`src/rtl/alu_writeback.sv`:
```
// ALU result write-back: FIFO of ALU results, ARM condition check, register-file write and CPSR flags.
// Define ALU_WB_STATS_EN to add retired/annulled entry counters.
module alu_writeback #(
    parameter int unsigned WIDTH = 32,
    parameter int unsigned DEPTH = 2
) (
    input  logic             in_Clk,
    input  logic             in_Rst_n,
    input  logic             in_Valid,
    output logic             out_Ready,
    input  logic [WIDTH-1:0] in_Y,
    input  logic [3:0]       in_CNZV,
    input  logic [3:0]       in_Cond,
    input  logic             in_SetFlags,
    input  logic             in_WriteRd,
    input  logic [3:0]       in_Rd,
    input  logic             in_Flush,
    input  logic             in_WbReady,
    output logic             out_RegWrEn,
    output logic [3:0]       out_RegWrAddr,
    output logic [WIDTH-1:0] out_RegWrData,
    output logic [3:0]       out_Flags
`ifdef ALU_WB_STATS_EN
    ,
    output logic [15:0]      out_RetiredCnt,
    output logic [15:0]      out_AnnulledCnt
`endif
);

    localparam int unsigned PTR_W = (DEPTH > 1) ? $clog2(DEPTH) : 1;
    localparam int unsigned CNT_W = PTR_W + 1;

    typedef struct packed {
        logic [WIDTH-1:0] y;
        logic [3:0]       cnzv;
        logic [3:0]       cond;
        logic             set_flags;
        logic             write_rd;
        logic [3:0]       rd;
    } entry_t;

    entry_t           mem [DEPTH];
    entry_t           head;
    logic [PTR_W-1:0] rd_ptr;
    logic [PTR_W-1:0] wr_ptr;
    logic [CNT_W-1:0] count;
    logic [3:0]       flags;
    logic             empty;
    logic             full;
    logic             pass;
    logic             enq;
    logic             deq;

    // ARM condition field against flags {C,N,Z,V}
    function automatic logic cond_pass(input logic [3:0] cond, input logic [3:0] f);
        logic c, n, z, v, r;
        c = f[3];
        n = f[2];
        z = f[1];
        v = f[0];
        case (cond)
            4'h0:    r = z;
            4'h1:    r = ~z;
            4'h2:    r = c;
            4'h3:    r = ~c;
            4'h4:    r = n;
            4'h5:    r = ~n;
            4'h6:    r = v;
            4'h7:    r = ~v;
            4'h8:    r = c & ~z;
            4'h9:    r = ~c | z;
            4'hA:    r = (n == v);
            4'hB:    r = (n != v);
            4'hC:    r = ~z & (n == v);
            4'hD:    r = z | (n != v);
            4'hE:    r = 1'b1;
            default: r = 1'b0;
        endcase
        return r;
    endfunction

    always_comb begin
        head          = mem[rd_ptr];
        empty         = (count == '0);
        full          = (count == CNT_W'(DEPTH));
        pass          = cond_pass(head.cond, flags);
        enq           = in_Valid & ~full & ~in_Flush;
        // failing or non-writing heads leave immediately; writers wait for the port
        deq           = ~empty & ~in_Flush & (~pass | ~head.write_rd | in_WbReady);
        out_Ready     = ~full;
        out_RegWrEn   = ~empty & ~in_Flush & pass & head.write_rd;
        out_RegWrAddr = head.rd;
        out_RegWrData = head.y;
        out_Flags     = flags;
    end

    always_ff @(posedge in_Clk or negedge in_Rst_n) begin
        if (!in_Rst_n) begin
            for (int i = 0; i < int'(DEPTH); i++) begin
                mem[i] <= '0;
            end
        end else if (enq) begin
            mem[wr_ptr] <= '{y: in_Y, cnzv: in_CNZV, cond: in_Cond, set_flags: in_SetFlags,
                             write_rd: in_WriteRd, rd: in_Rd};
        end
    end

    always_ff @(posedge in_Clk or negedge in_Rst_n) begin
        if (!in_Rst_n) begin
            rd_ptr <= '0;
            wr_ptr <= '0;
            count  <= '0;
        end else if (in_Flush) begin
            rd_ptr <= '0;
            wr_ptr <= '0;
            count  <= '0;
        end else begin
            if (enq) wr_ptr <= wr_ptr + PTR_W'(1);
            if (deq) rd_ptr <= rd_ptr + PTR_W'(1);
            case ({enq, deq})
                2'b10:   count <= count + CNT_W'(1);
                2'b01:   count <= count - CNT_W'(1);
                default: count <= count;
            endcase
        end
    end

    // flags only move on an in-order retire, so the next head sees them one cycle later
    always_ff @(posedge in_Clk or negedge in_Rst_n) begin
        if (!in_Rst_n) begin
            flags <= 4'b0000;
        end else if (deq && pass && head.set_flags) begin
            flags <= head.cnzv;
        end
    end

`ifdef ALU_WB_STATS_EN
    always_ff @(posedge in_Clk or negedge in_Rst_n) begin
        if (!in_Rst_n) begin
            out_RetiredCnt  <= 16'h0000;
            out_AnnulledCnt <= 16'h0000;
        end else if (deq) begin
            if (pass) out_RetiredCnt  <= out_RetiredCnt + 16'h0001;
            else      out_AnnulledCnt <= out_AnnulledCnt + 16'h0001;
        end
    end
`endif

endmodule

```
`config.mk`:
```
export PLATFORM = sky130hd
export DESIGN_NAME = alu_writeback
export DESIGN_NICKNAME = d
export VERILOG_FILES = /design/src/rtl/alu_writeback.sv
export SDC_FILE = /design/constraint.sdc
export NUM_CORES = 1
export LEC_CHECK = 0
export ABC_AREA = 1
export BUFFER_PORTS_ARGS = -buffer_cell sky130_fd_sc_hd__buf_2
export CORE_UTILIZATION = 50
export CTS_CLUSTER_DIAMETER = 40
export DETAILED_ROUTE_END_ITERATION = 10
export GPL_ROUTABILITY_DRIVEN = 0
export PLACE_DENSITY = 0.81
export SLEW_MARGIN = 20
export SYNTH_ARGS = -nofsm -noshare
export SYNTH_HDL_FRONTEND = slang
export SYNTH_SLANG_ARGS = --single-unit
```
`constraint.sdc`:
```
create_clock -name in_Clk -period 1.8 [get_ports in_Clk]
set_input_delay 0.36 -clock in_Clk [delete_from_list [all_inputs] [get_ports in_Clk]]
set_output_delay 0.36 -clock in_Clk [all_outputs]
set_load 0.05 [all_outputs]
```
==> impl_summary.log, run 1 <==
INFO  metric irDropWorstVdd = 1.17 mV
INFO  metric cts_tree = done
INFO  metric status = finished with violations
INFO  metric critPathLaunch = rd_ptr$_DFFE_PN0P_
INFO  metric path_class = reg2out
INFO  metric report.final.hold_viol_count = 0
INFO  metric numPlacedInstances = 796
INFO  metric worst_r2r_startpoint = rd_ptr$_DFFE_PN0P_
INFO  metric min_delay_worst_endpoint = mem[82]$_DFFE_PN0P_
INFO  metric via_count = 4,074
INFO  metric netlist_area = 4860 µm²
INFO  metric p_switching = 5.64 mW
INFO  metric grt_remaining_overflow = 0
INFO  metric fin_skew = 0.0145 ns
INFO  metric yosys.area.top_type = dfrtp_1
INFO  metric postSynthCellCount = 626
INFO  metric width_of_the_chip = 101 µm
INFO  metric synth.distinct_cells = 22
INFO  metric fp.dieH = 101 µm
INFO  metric io_buffer_count = 92
INFO  metric leakagePower = 3.14 nW
INFO  metric synthSimpleGateAreaFrac = 0.241
INFO  metric postRouteWirelength = 10,900 µm
INFO  metric number_of_cells_on_the_worst_reg_to_reg_path = 15
INFO  metric power_density = 1970 nW/µm²
INFO  metric worst_ep_arrival_time = 2.02 ns
INFO  metric yosysTopAreaCellShare = 0.515
INFO  metric grt_start_max_net_pins = 49
INFO  metric synth_fa_ha_area_frac = 0
INFO  metric via_count_of_the_first_global_routing_pass = 3,907
INFO  metric synth.mux.area_fraction = 0.00824
INFO  metric grt_setup_unrepaired = yes
INFO  metric timing_worst_slew_pin_value = 0.340 ns
INFO  metric dpl_worst_slack = -0.261 ns
INFO  metric post-route-util = 0.617
INFO  metric core_area = 9330 µm²
INFO  metric synth.yosys.warnings = 0
INFO  metric grt_first_pass_wirelength = 18,100 µm
INFO  metric htree_num_levels = 3
INFO  metric initial_utilization = 0.521
INFO  metric cts-root-buf = clkbuf_8
INFO  metric clock_path_buffers = 2
INFO  metric critPathMaxFanout = 7
INFO  metric rr_endpoint = count[0]$_DFFE_PN0P_
INFO  metric clock_power_share = 0.115
INFO  metric antennaDiodeCount = 0
INFO  metric power_switching_share = 0.497
INFO  metric synth-compound-area-share = 0.105
INFO  metric most_used_standard_cell_by_instance_count_after_synthesis = nand2_1
INFO  metric final-max-slew-violation-count = 0
INFO  metric dr.pass1.iters = 5
INFO  metric yosys.area_share.xor_xnor = 0
INFO  metric power.internal = 5.71 mW
INFO  metric detailedRoute.firstIterationViolations = 203
INFO  metric groute.usage.overall = 0.229
INFO  metric end_kind = output port
INFO  metric ys_seq_elements = 100
INFO  metric final_min_period_over_clock_period = 1.32
INFO  metric filler_cell_count = 790
INFO  metric worst_slack = -0.583 ns
INFO  metric asyncSetResetFlopFracSynth = 1.00
INFO  metric clkSinkCount = 100
INFO  metric layout-drive-gt1-share = 0.250
INFO  metric final_cells = 816
INFO  metric antenna_found_initial = 0
INFO  metric finalSetupViolations = 44
INFO  metric fin_crit = 2.38 ns
INFO  metric drtAntennaViolNets = 0
INFO  metric clk_latency = 0.35 ns
INFO  metric cap_violations = 0
INFO  metric rrSetupSlack = -0.29 ns
INFO  metric post_drt_wl_per_cell = 13.4 µm
INFO  metric synth_area_leaders = dfrtp_1 (52%), nand2_1 (19%), o21ai_0 (9.9%), buf_4 (5.6%), inv_1 (4.9%)
INFO  metric ys.flop_type = dfrtp_1
INFO  metric hold_class = in2reg
INFO  metric start_kind = register
INFO  metric average_size_of_a_mapped_cell = 7.76 µm²
INFO  metric ioPinCount = 93
INFO  metric whs = 0.259 ns
INFO  metric failed_checks = setup timing
INFO  metric synth-seq-area-share = 0.515
INFO  metric synth_top_family_by_area = simple AND/OR/NAND/NOR gates
INFO  metric die_area = 10,100 µm²
INFO  metric timing_limited_maximum_frequency = 0.420 GHz
INFO  metric p_seq_frac = 0.340
INFO  metric post_drt_via_cell_ratio = 4.99
INFO  metric slew-limit-headroom = 0.773
INFO  metric hold_depth = 3
INFO  metric placement_rows = 35
INFO  metric synth_commonest_cells = nand2_1 (250), dfrtp_1 (100), o21ai_0 (96)
INFO  metric synth-edff-count = 0
INFO  metric synthesis.nets = 677
INFO  metric clk_transition_reported_paths = 0.09 ns
INFO  metric critical_path_required = 1.44 ns
INFO  metric numCtsBuffers = 9
INFO  metric detailed_place_hpwl = 6990 µm
INFO  metric report.power.total = 11.3 mW
INFO  metric power_frac_comb = 0.545
INFO  metric drcViolationCount = 0
INFO  metric total_number_of_nets_in_the_final_design = 733
INFO  metric area_delta_synth_final = 18.5%
INFO  metric timing.hold.worst.start = in_Y[22]
-- cells by family after synthesis --
| kind of cell | Yosys count |
|---|---|
| mux | 4 |
| flops | 100 |
| compound gates | 102 |
| buf+inv | 131 |
| simple gates | 289 |
-- registers in the layout (all words and copies together), names as in the netlist --
register and count:
mem 92, out_Flags 4, wr_ptr 1, count 2
rd_ptr 1
-- cells in the final DEF, fill, tap and decap left out, types with 4 or more instances in the layout --
master	synthesis	layout
inv_1	64	63
dfrtp_1	100	97
nand2_1	250	234
buf_2	0	62
mux2i_1	4	4
o21ai_1	5	6
nand2_4	1	9
nand3_1	17	9
o21ai_0	96	93
nand2_2	8	16
buf_4	36	35
buf_6	1	4
clkbuf_8	0	10
buf_12	0	6
nand3_2	0	8
-- worst max-delay path by stage --
stage	endpoint	slack, ns	depth (start not counted)
after CTS	out_RegWrEn	-0.47	12
after floorplan	out_RegWrEn	-0.05	8
final	out_RegWrEn	-0.58	10
after detailed placement	out_RegWrEn	-0.26	11
after global placement	out_RegWrEn	-0.13	12
after global routing	out_RegWrEn	-0.67	10
-- critical path: stages (launching register included) --
cell and delay [ns]:
dfrtp_2 0.47, clkinv_4 0.14, nand2_4 0.09, nand2_4 0.09, buf_6 0.14, o21ai_2 0.17
nand2_2 0.09, nor2_4 0.14, nand2_4 0.06, and3_4 0.16, buf_8 0.14
-- what timing repair did --
action	in CTS	in global routing
pin swaps	14	4
hold buffers	1	0
cloned	0	0
buffers inserted	3	1
hold endpoints to repair	23	0
gates resized for setup	64	21
endpoints found under the setup margin	44	44
-- metrics by stage --
stage               instance area, µm²  TNS [ns]
floorplan                         4860   -0.0522
global placement                  5280     -2.69
CTS                               5690    -10.92
global route                      5760    -14.45
detailed placement                5280     -4.15
finish                            5760    -10.32
-- metal layers --
metal	global-route usage	vias to the layer above	share of wire
met1	0.303	1895	0.42
met2	0.365	136	0.50
met4	0.119	0	0.035
met5	0	-	0
met3	0.0361	36	0.041
li1	-	2007	-
-- cell type report --
type,instances,area [µm²],share of cell area
Multi-Input combinational cell,395,1880,0.327
Clock inverter,4,32.5,0.00565
Timing Repair Buffer,110,771,0.134
Sequential cell,100,2510,0.435
Clock buffer,12,145,0.0252
Inverter,66,255,0.0443
Tap cell,129,161,0.0280
-- power groups by stage --
stage / Combinational, mW / Sequential, mW / Clock (mW)
global placement: 5.23 / 3.81 / 0
CTS: 5.92 / 3.84 / 1.34
detailed placement: 5.37 / 3.86 / 0
global route: 6.69 / 3.99 / 1.43
finish: 6.18 / 3.86 / 1.30
floorplan: 4.68 / 3.85 / 0
(Power assumes the default switching activity.)
==> inputs of run 2 (changes only) <==
Settings changed: RECOVER_POWER from default to 50.
==> impl_summary.log, run 2 (synthesis results as in run 1) <==
INFO  metric cts-root-buf = clkbuf_8
INFO  metric cap_violations = 0 (unchanged)
INFO  metric final-max-slew-violation-count = 0 (unchanged)
INFO  metric fin_area = 5740 µm² (-0.35%)
INFO  metric fin_crit = 2.38 ns (-0.00610 ns)
INFO  metric layout-drive-gt1-share = 0.250 (unchanged)
INFO  metric power_density = 1980 nW/µm² (+0.33%)
INFO  metric report.final.hold_viol_count = 0 (unchanged)
INFO  metric leakagePower = 3.13 nW (-0.21%)
INFO  metric worst_ep_arrival_time = 2.02 ns (about the same)
INFO  metric clk_transition_reported_paths = 0.09 ns (about the same)
INFO  metric fin_skew = 0.0155 ns (+0.000983 ns)
INFO  metric worst_slack = -0.577 ns (+0.00610 ns)
INFO  metric grt_start_max_net_pins = 49 (unchanged)
INFO  metric aggregate_negative_setup_slack = -10.19 ns (+0.128 ns)
INFO  metric clkSinkCount = 100 (unchanged)
INFO  metric via_count = 4,071 (-0.074%)
INFO  metric fp.dieH = 101 µm (unchanged)
INFO  metric initial_utilization = 0.521 (unchanged)
INFO  metric drcViolationCount = 0 (unchanged)
INFO  metric timing_worst_slew_pin_value = 0.624 ns (+0.285 ns)
INFO  metric end_kind = output port
INFO  metric irDropWorstVdd = 1.17 mV (about the same)
INFO  metric critPathMaxFanout = 7 (unchanged)
INFO  metric most_common_cell_after_layout_fill_and_taps_aside = nand2_1
INFO  metric grt_setup_unrepaired = yes
INFO  metric detailedRoute.firstIterationViolations = 191 (-5.9%)
INFO  metric final_min_period_over_clock_period = 1.32 (-0.00339)
INFO  metric cell_seen_most_often_among_critical_path_stages = nand2_4
INFO  metric failed_checks = setup timing
INFO  metric layout_common_cells = nand2_1 (234), dfrtp_1 (97), o21ai_0 (93)
INFO  metric drtAntennaViolNets = 0 (unchanged)
INFO  metric postRouteWirelength = 11,000 µm (+0.56%)
INFO  metric total_number_of_nets_in_the_final_design = 733 (unchanged)
INFO  metric antennaDiodeCount = 0 (unchanged)
INFO  metric placement_rows = 35 (unchanged)
INFO  metric finalSetupViolations = 44 (unchanged)
INFO  metric cts_tree = done
INFO  metric detailed_place_hpwl = 6990 µm (unchanged)
INFO  metric cp_cell_sequence = clkinv_4 -> nand2_4 -> nand2_4 -> buf_6 -> o21ai_2 -> nand2_2 -> nor2_4 -> nand2_4 -> and3_4 -> buf_8
INFO  metric path_class = reg2out
INFO  metric post_place_instance_area = 5280 µm² (unchanged)
INFO  metric critPathSlowestCell = dfrtp_2
INFO  metric hold_class = in2reg
INFO  metric max_stage_delay = 0.46 ns (about the same)
INFO  metric status = finished with violations
INFO  metric antenna_found_initial = 0 (unchanged)
INFO  metric ioPinCount = 93 (unchanged)
INFO  metric largest_reg_flops = 92 (unchanged)
INFO  metric width_of_the_chip = 101 µm (unchanged)
INFO  metric worst_path_dominant_cell_family = simple AND/OR/NAND/NOR gates
INFO  metric core_area = 9330 µm² (unchanged)
INFO  metric start_kind = register
INFO  metric area_delta_synth_final = 18.1%
INFO  metric via_count_of_the_first_global_routing_pass = 3,907 (unchanged)
INFO  metric groute.usage.overall = 0.229 (unchanged)
INFO  metric post_drt_via_cell_ratio = 4.99 (about the same)
INFO  metric critical_path_required = 1.44 ns (about the same)
INFO  metric top_register = mem
INFO  metric htree_num_levels = 3 (unchanged)
INFO  metric numCtsBuffers = 9 (unchanged)
INFO  metric worst-path-buf-inv = 3 (unchanged)
INFO  metric slew-limit-headroom = 0.584 (-0.190)
INFO  metric dr.pass1.iters = 5 (unchanged)
INFO  metric post_drt_wl_per_cell = 13.4 µm (+0.56%)
INFO  metric die_area = 10,100 µm² (unchanged)
INFO  metric clock_path_buffers = 2 (unchanged)
INFO  metric timing_limited_maximum_frequency = 0.421 GHz (+0.26%)
INFO  metric clk_latency = 0.36 ns (about the same)
INFO  metric rrSetupSlack = -0.28 ns (about the same)
INFO  metric io_buffer_count = 92 (unchanged)
INFO  metric grt_remaining_overflow = 0 (unchanged)
INFO  metric grt_first_pass_wirelength = 18,100 µm (unchanged)
## run 2: cell types whose count changed in the layout (fill, tap and decap cells not counted), sizes merged
cell,before,now
buf,108,105
clkbuf,13,16
## run 2: repair_timing
action | CTS | global route
pin swaps | 14 | 4
hold endpoints to repair | 23 | 0
hold buffers | 1 | 0
endpoints found under the setup margin | 44 | 44
resized for setup | 64 | 21
setup buffers | 3 | 1
## run 2: metrics by stage
stage / std cells / power, mW / util / setup WS (ns) / hold slack [ns]
6_report: 816 / 11.3 / 0.615 / -0.577 / 0.256
5_1_grt: 816 / 12.1 / 0.615 / -0.667 / 0.249
4_1_cts: 816 / 11.1 / 0.610 / -0.467 / 0.244
3_5_place_dp: 796 / 9.23 / 0.566 / -0.261 / 0.292
3_3_place_gp: 796 / 9.03 / 0.566 / -0.129 / 0.284
2_1_floorplan: 626 / 8.53 / - / -0.0522 / 0.0644
## run 2: worst min-delay path: stages
cell and delay, ns:
buf_2 0.09, inv_1 0.05, o21ai_0 0.07
## run 2: cell type report
cell class / instances / area, µm²
Fill cell: 794 / 3590
Sequential cell: 100 / 2510
Multi-Input combinational cell: 395 / 1880
Timing Repair Buffer: 110 / 751
Inverter: 66 / 255
Tap cell: 129 / 161
Clock buffer: 12 / 145
Clock inverter: 4 / 32.5
## run 2: power by group
| part | internal, mW | leakage [nW] | switching, mW |
|---|---|---|---|
| logic | 1.91 | 1.80 | 4.27 |
| registers | 3.23 | 1.25 | 0.627 |
| clock network | 0.553 | 0.0836 | 0.753 |
## run 2: path summary, 6_finish.rpt
path / startpoint / endpoint / cells past startpoint
max: rd_ptr$_DFFE_PN0P_ / out_RegWrEn / 10
min: in_Y[22] / mem[82]$_DFFE_PN0P_ / 3
max reg2reg: rd_ptr$_DFFE_PN0P_ / count[0]$_DFFE_PN0P_ / 15
min reg2reg: mem[4]$_DFFE_PN0P_ / mem[4]$_DFFE_PN0P_ / 2
max in group asynchronous: in_Rst_n / mem[47]$_DFFE_PN0P_ / 3
min in group asynchronous: in_Rst_n / mem[17]$_DFFE_PN0P_ / 2
## run 2: layer usage
metal / up-vias / track usage / share of wire
met2: 118 / 0.365 / 0.49
met1: 1907 / 0.303 / 0.43
met4: 0 / 0.119 / 0.036
li1: 2007 / - / -
met5: - / 0 / 0
met3: 39 / 0.0361 / 0.039
==> inputs of run 3 (changes only) <==
Settings changed: ABC_AREA 1 to default, SETUP_SLACK_MARGIN from default to 0.2.
==> impl_summary.log, run 3 <==
INFO  metric most_common_cell_after_layout_fill_and_taps_aside = mux2_4
INFO  metric dr.pass1.iters = 4 (-1)
INFO  metric timing_limited_maximum_frequency = 0.378 GHz (-10%)
INFO  metric final-max-slew-violation-count = 0 (unchanged)
INFO  metric worst_slack = -0.847 ns (-0.270 ns)
INFO  metric cp_cell_sequence = mux2_2 -> o211a_1 -> a211oi_4 -> a311oi_4 -> and2_4 -> nor4_4 -> buf_6
INFO  metric end_kind = output port
INFO  metric fin_skew = 0.00986 ns (-0.00561 ns)
INFO  metric filler_cell_count = 538 (-32%)
INFO  metric width_of_the_chip = 101 µm (+0.54%)
INFO  metric timing_worst_slew_pin_value = 1.36 ns (+0.737 ns)
INFO  metric cts-root-buf = clkbuf_8
INFO  metric io_buffer_count = 92 (unchanged)
INFO  metric slew-limit-headroom = 0.0922 (-0.491)
INFO  metric ioPinCount = 93 (unchanged)
INFO  metric total_number_of_nets_in_the_final_design = 533 (-27%)
INFO  metric die_area = 10,200 µm² (+1.1%)
INFO  metric placement_rows = 35 (unchanged)
INFO  metric grt_first_pass_wirelength = 19,100 µm (+5.3%)
INFO  metric postRouteWirelength = 13,000 µm (+19%)
INFO  metric via_count_of_the_first_global_routing_pass = 3,559 (-8.9%)
INFO  metric clk_transition_reported_paths = 0.10 ns (about the same)
INFO  metric clk_latency = 0.37 ns (about the same)
INFO  metric failed_checks = setup timing
INFO  metric grt_remaining_overflow = 0 (unchanged)
INFO  metric top_register = mem
INFO  metric initial_utilization = 0.524 (+0.00331)
INFO  metric start_kind = register
INFO  metric hold_depth = 2 (-1)
INFO  metric htree_num_levels = 3 (unchanged)
INFO  metric max_stage_delay = 0.47 ns (about the same)
INFO  metric worst_ep_arrival_time = 2.29 ns (+0.27 ns)
INFO  metric synth.yosys.warnings = 0 (unchanged)
INFO  metric multiInputGateArea = 2710 µm² (+44%)
INFO  metric synth.distinct_cells = 49 (+120%)
INFO  metric synthesis.nets = 409 (-40%)
INFO  metric synth_commonest_cells = mux2_2 (136), dfrtp_1 (100), buf_4 (37)
INFO  metric final_min_period_over_clock_period = 1.47 (+0.150)
INFO  metric leakagePower = 3.52 nW (+12%)
INFO  metric grt_start_max_net_pins = 101 (+110%)
INFO  metric report.final.hold_viol_count = 0 (unchanged)
INFO  metric drcViolationCount = 0 (unchanged)
INFO  metric fp.dieH = 101 µm (+0.54%)
INFO  metric netlist_area = 4910 µm² (+1.1%)
INFO  metric number_of_cells_on_the_worst_reg_to_reg_path = 8 (-7)
INFO  metric layout_common_cells = mux2_4 (113), dfrtp_1 (94), buf_2 (53)
INFO  metric groute.usage.overall = 0.249 (+0.0202)
INFO  metric timing.hold.worst.start = in_Y[17]
INFO  metric hold_bufs_inserted_after_cts = 0 (-1)
INFO  metric cap_violations = 0 (unchanged)
INFO  metric detailed_place_hpwl = 6710 µm (-3.9%)
INFO  metric yosys.area.top_type = dfrtp_1
INFO  metric antennaDiodeCount = 0 (unchanged)
INFO  metric status = finished with violations
INFO  metric hold_class = in2reg
INFO  metric synth-edff-count = 0 (unchanged)
INFO  metric min_delay_worst_endpoint = mem[77]$_DFFE_PN0P_
INFO  metric worst_path_dominant_cell_family = compound AO/OA/AOI/OAI gates
INFO  metric via_count = 3,378 (-17%)
INFO  metric rrSetupSlack = -0.52 ns (-0.24 ns)
INFO  metric grt_setup_unrepaired = yes
INFO  metric post_drt_via_cell_ratio = 5.48 (+9.9%)
INFO  metric final_cells = 616 (-25%)
INFO  metric ys_seq_elements = 100 (unchanged)
INFO  metric worst_r2r_startpoint = rd_ptr$_DFFE_PN0P_
INFO  metric ys.flop_type = dfrtp_1
INFO  metric cts_tree = done
INFO  metric finalSetupViolations = 52 (+18%)
INFO  metric area_delta_synth_final = 49.7%
INFO  metric rr_endpoint = out_Flags[1]$_DFFE_PN0P_
INFO  metric path_class = reg2out
INFO  metric yosysTopAreaCellShare = 0.510 (-0.00564)
INFO  metric numPlacedInstances = 563 (-29%)
INFO  metric drtAntennaViolNets = 0 (unchanged)
INFO  metric postSynthCellCount = 358 (-43%)
INFO  metric synth_area_leaders = dfrtp_1 (51%), mux2_2 (31%), buf_4 (5.7%), mux2i_1 (1.0%), buf_2 (0.82%)
INFO  metric critPathSlowestCell = dfrtp_2
INFO  metric asyncSetResetFlopFracSynth = 1.00 (unchanged)
INFO  metric report.power.total = 11.5 mW (+1.8%)
INFO  metric power_density = 1570 nW/µm² (-21%)
INFO  metric detailedRoute.firstIterationViolations = 102 (-47%)
INFO  metric largest_reg_flops = 92 (unchanged)
INFO  metric numCtsBuffers = 9 (unchanged)
INFO  metric irDropWorstVdd = 1.03 mV (-11%)
INFO  metric clkSinkCount = 100 (unchanged)
INFO  metric worst-path-buf-inv = 1 (-2)
INFO  metric synth-seq-area-share = 0.510 (-0.00564)
INFO  metric fin_crit = 2.65 ns (+0.270 ns)
INFO  metric critPathMaxFanout = 6 (-1)
INFO  metric critical_path_required = 1.44 ns (about the same)
INFO  metric most_used_standard_cell_by_instance_count_after_synthesis = mux2_2
INFO  metric dpl_worst_slack = -0.523 ns (-0.263 ns)
INFO  metric seq_area = 2510 µm² (+0.15%)
INFO  metric antenna_found_initial = 0 (unchanged)
INFO  metric layout-drive-gt1-share = 0.733 (+0.483)
INFO  metric average_size_of_a_mapped_cell = 13.7 µm² (+77%)
INFO  metric core_area = 9370 µm² (+0.47%)
INFO  metric clock_path_buffers = 2 (unchanged)
INFO  metric post_drt_wl_per_cell = 21.2 µm (+58%)
## run 3: changes by cell type after synthesis, moves of 4 or more
cell	change
nor3_1	+4
nand3_1	-14
clkbuf_1	-20
inv_1	-63
o21ai_0	-93
nand2_2	-8
buf_2	+8
mux2_2	+136
o21ai_1	-5
nand2_1	-245
## run 3: cell families (layout without fill, tap and decap cells)
family	Yosys count	after routing	synth area share
multiplexers	146	146	0.336
flip-flops	100	100	0.510
buffers and inverters	52	181	0.0716
AND/OR/NAND/NOR	35	35	0.0405
AO/OA/AOI/OAI	22	22	0.0375
XOR/XNOR	3	3	0.00535
## run 3: metal layers
metal  vias up  track usage  part of all wire
li1       1507            -                 -
met1      1743        0.320              0.41
met2       104        0.426              0.52
met3        24       0.0458             0.040
met4         0       0.0803             0.024
met5         -            0                 0
## run 3: area by class of cell
type | instances | share of cell area
Multi-Input combinational cell | 206 | 0.368
Sequential cell | 100 | 0.341
Timing Repair Buffer | 164 | 0.240
Tap cell | 129 | 0.0220
Clock buffer | 11 | 0.0192
Clock inverter | 5 | 0.00800
Inverter | 1 | 0.00119
## run 3: worst max-delay path by stage
stage	from	endpoint	slack, ns	cells past startpoint
floorplan	rd_ptr$_DFFE_PN0P_	out_RegWrEn	-0.57	6
global placement	rd_ptr$_DFFE_PN0P_	out_RegWrEn	-0.47	7
detailed placement	rd_ptr$_DFFE_PN0P_	out_RegWrEn	-0.52	8
CTS	rd_ptr$_DFFE_PN0P_	out_RegWrEn	-0.81	7
global route	rd_ptr$_DFFE_PN0P_	out_RegWrEn	-0.95	8
finish	rd_ptr$_DFFE_PN0P_	out_RegWrEn	-0.85	7
## run 3: what timing repair did
| action | in CTS | in global routing |
|---|---|---|
| endpoints found under the setup margin | 137 | 138 |
| gates cloned | 11 | 4 |
| pin swaps | 8 | 4 |
| buffers inserted | 18 | 4 |
| gates resized for setup | 124 | 81 |
## run 3: through the flow
| stage | setup TNS [ns] | utilization | cell area [µm²] | hold slack (ns) |
|---|---|---|---|---|
| 2_1_floorplan | -10.80 | - | 5330 | 0.0644 |
| 3_3_place_gp | -5.98 | 0.624 | 5850 | 0.462 |
| 3_5_place_dp | -7.11 | 0.624 | 5850 | 0.468 |
| 4_1_cts | -15.95 | 0.745 | 6980 | 0.0654 |
| 5_1_grt | -20.12 | 0.785 | 7350 | 0.227 |
| 6_report | -16.51 | 0.785 | 7350 | 0.234 |
## run 3: where the power goes
group	total [mW]	internal (mW)	switching, mW
logic	6.66	3.39	3.26
clock network	1.47	0.685	0.787
registers	3.42	2.92	0.498
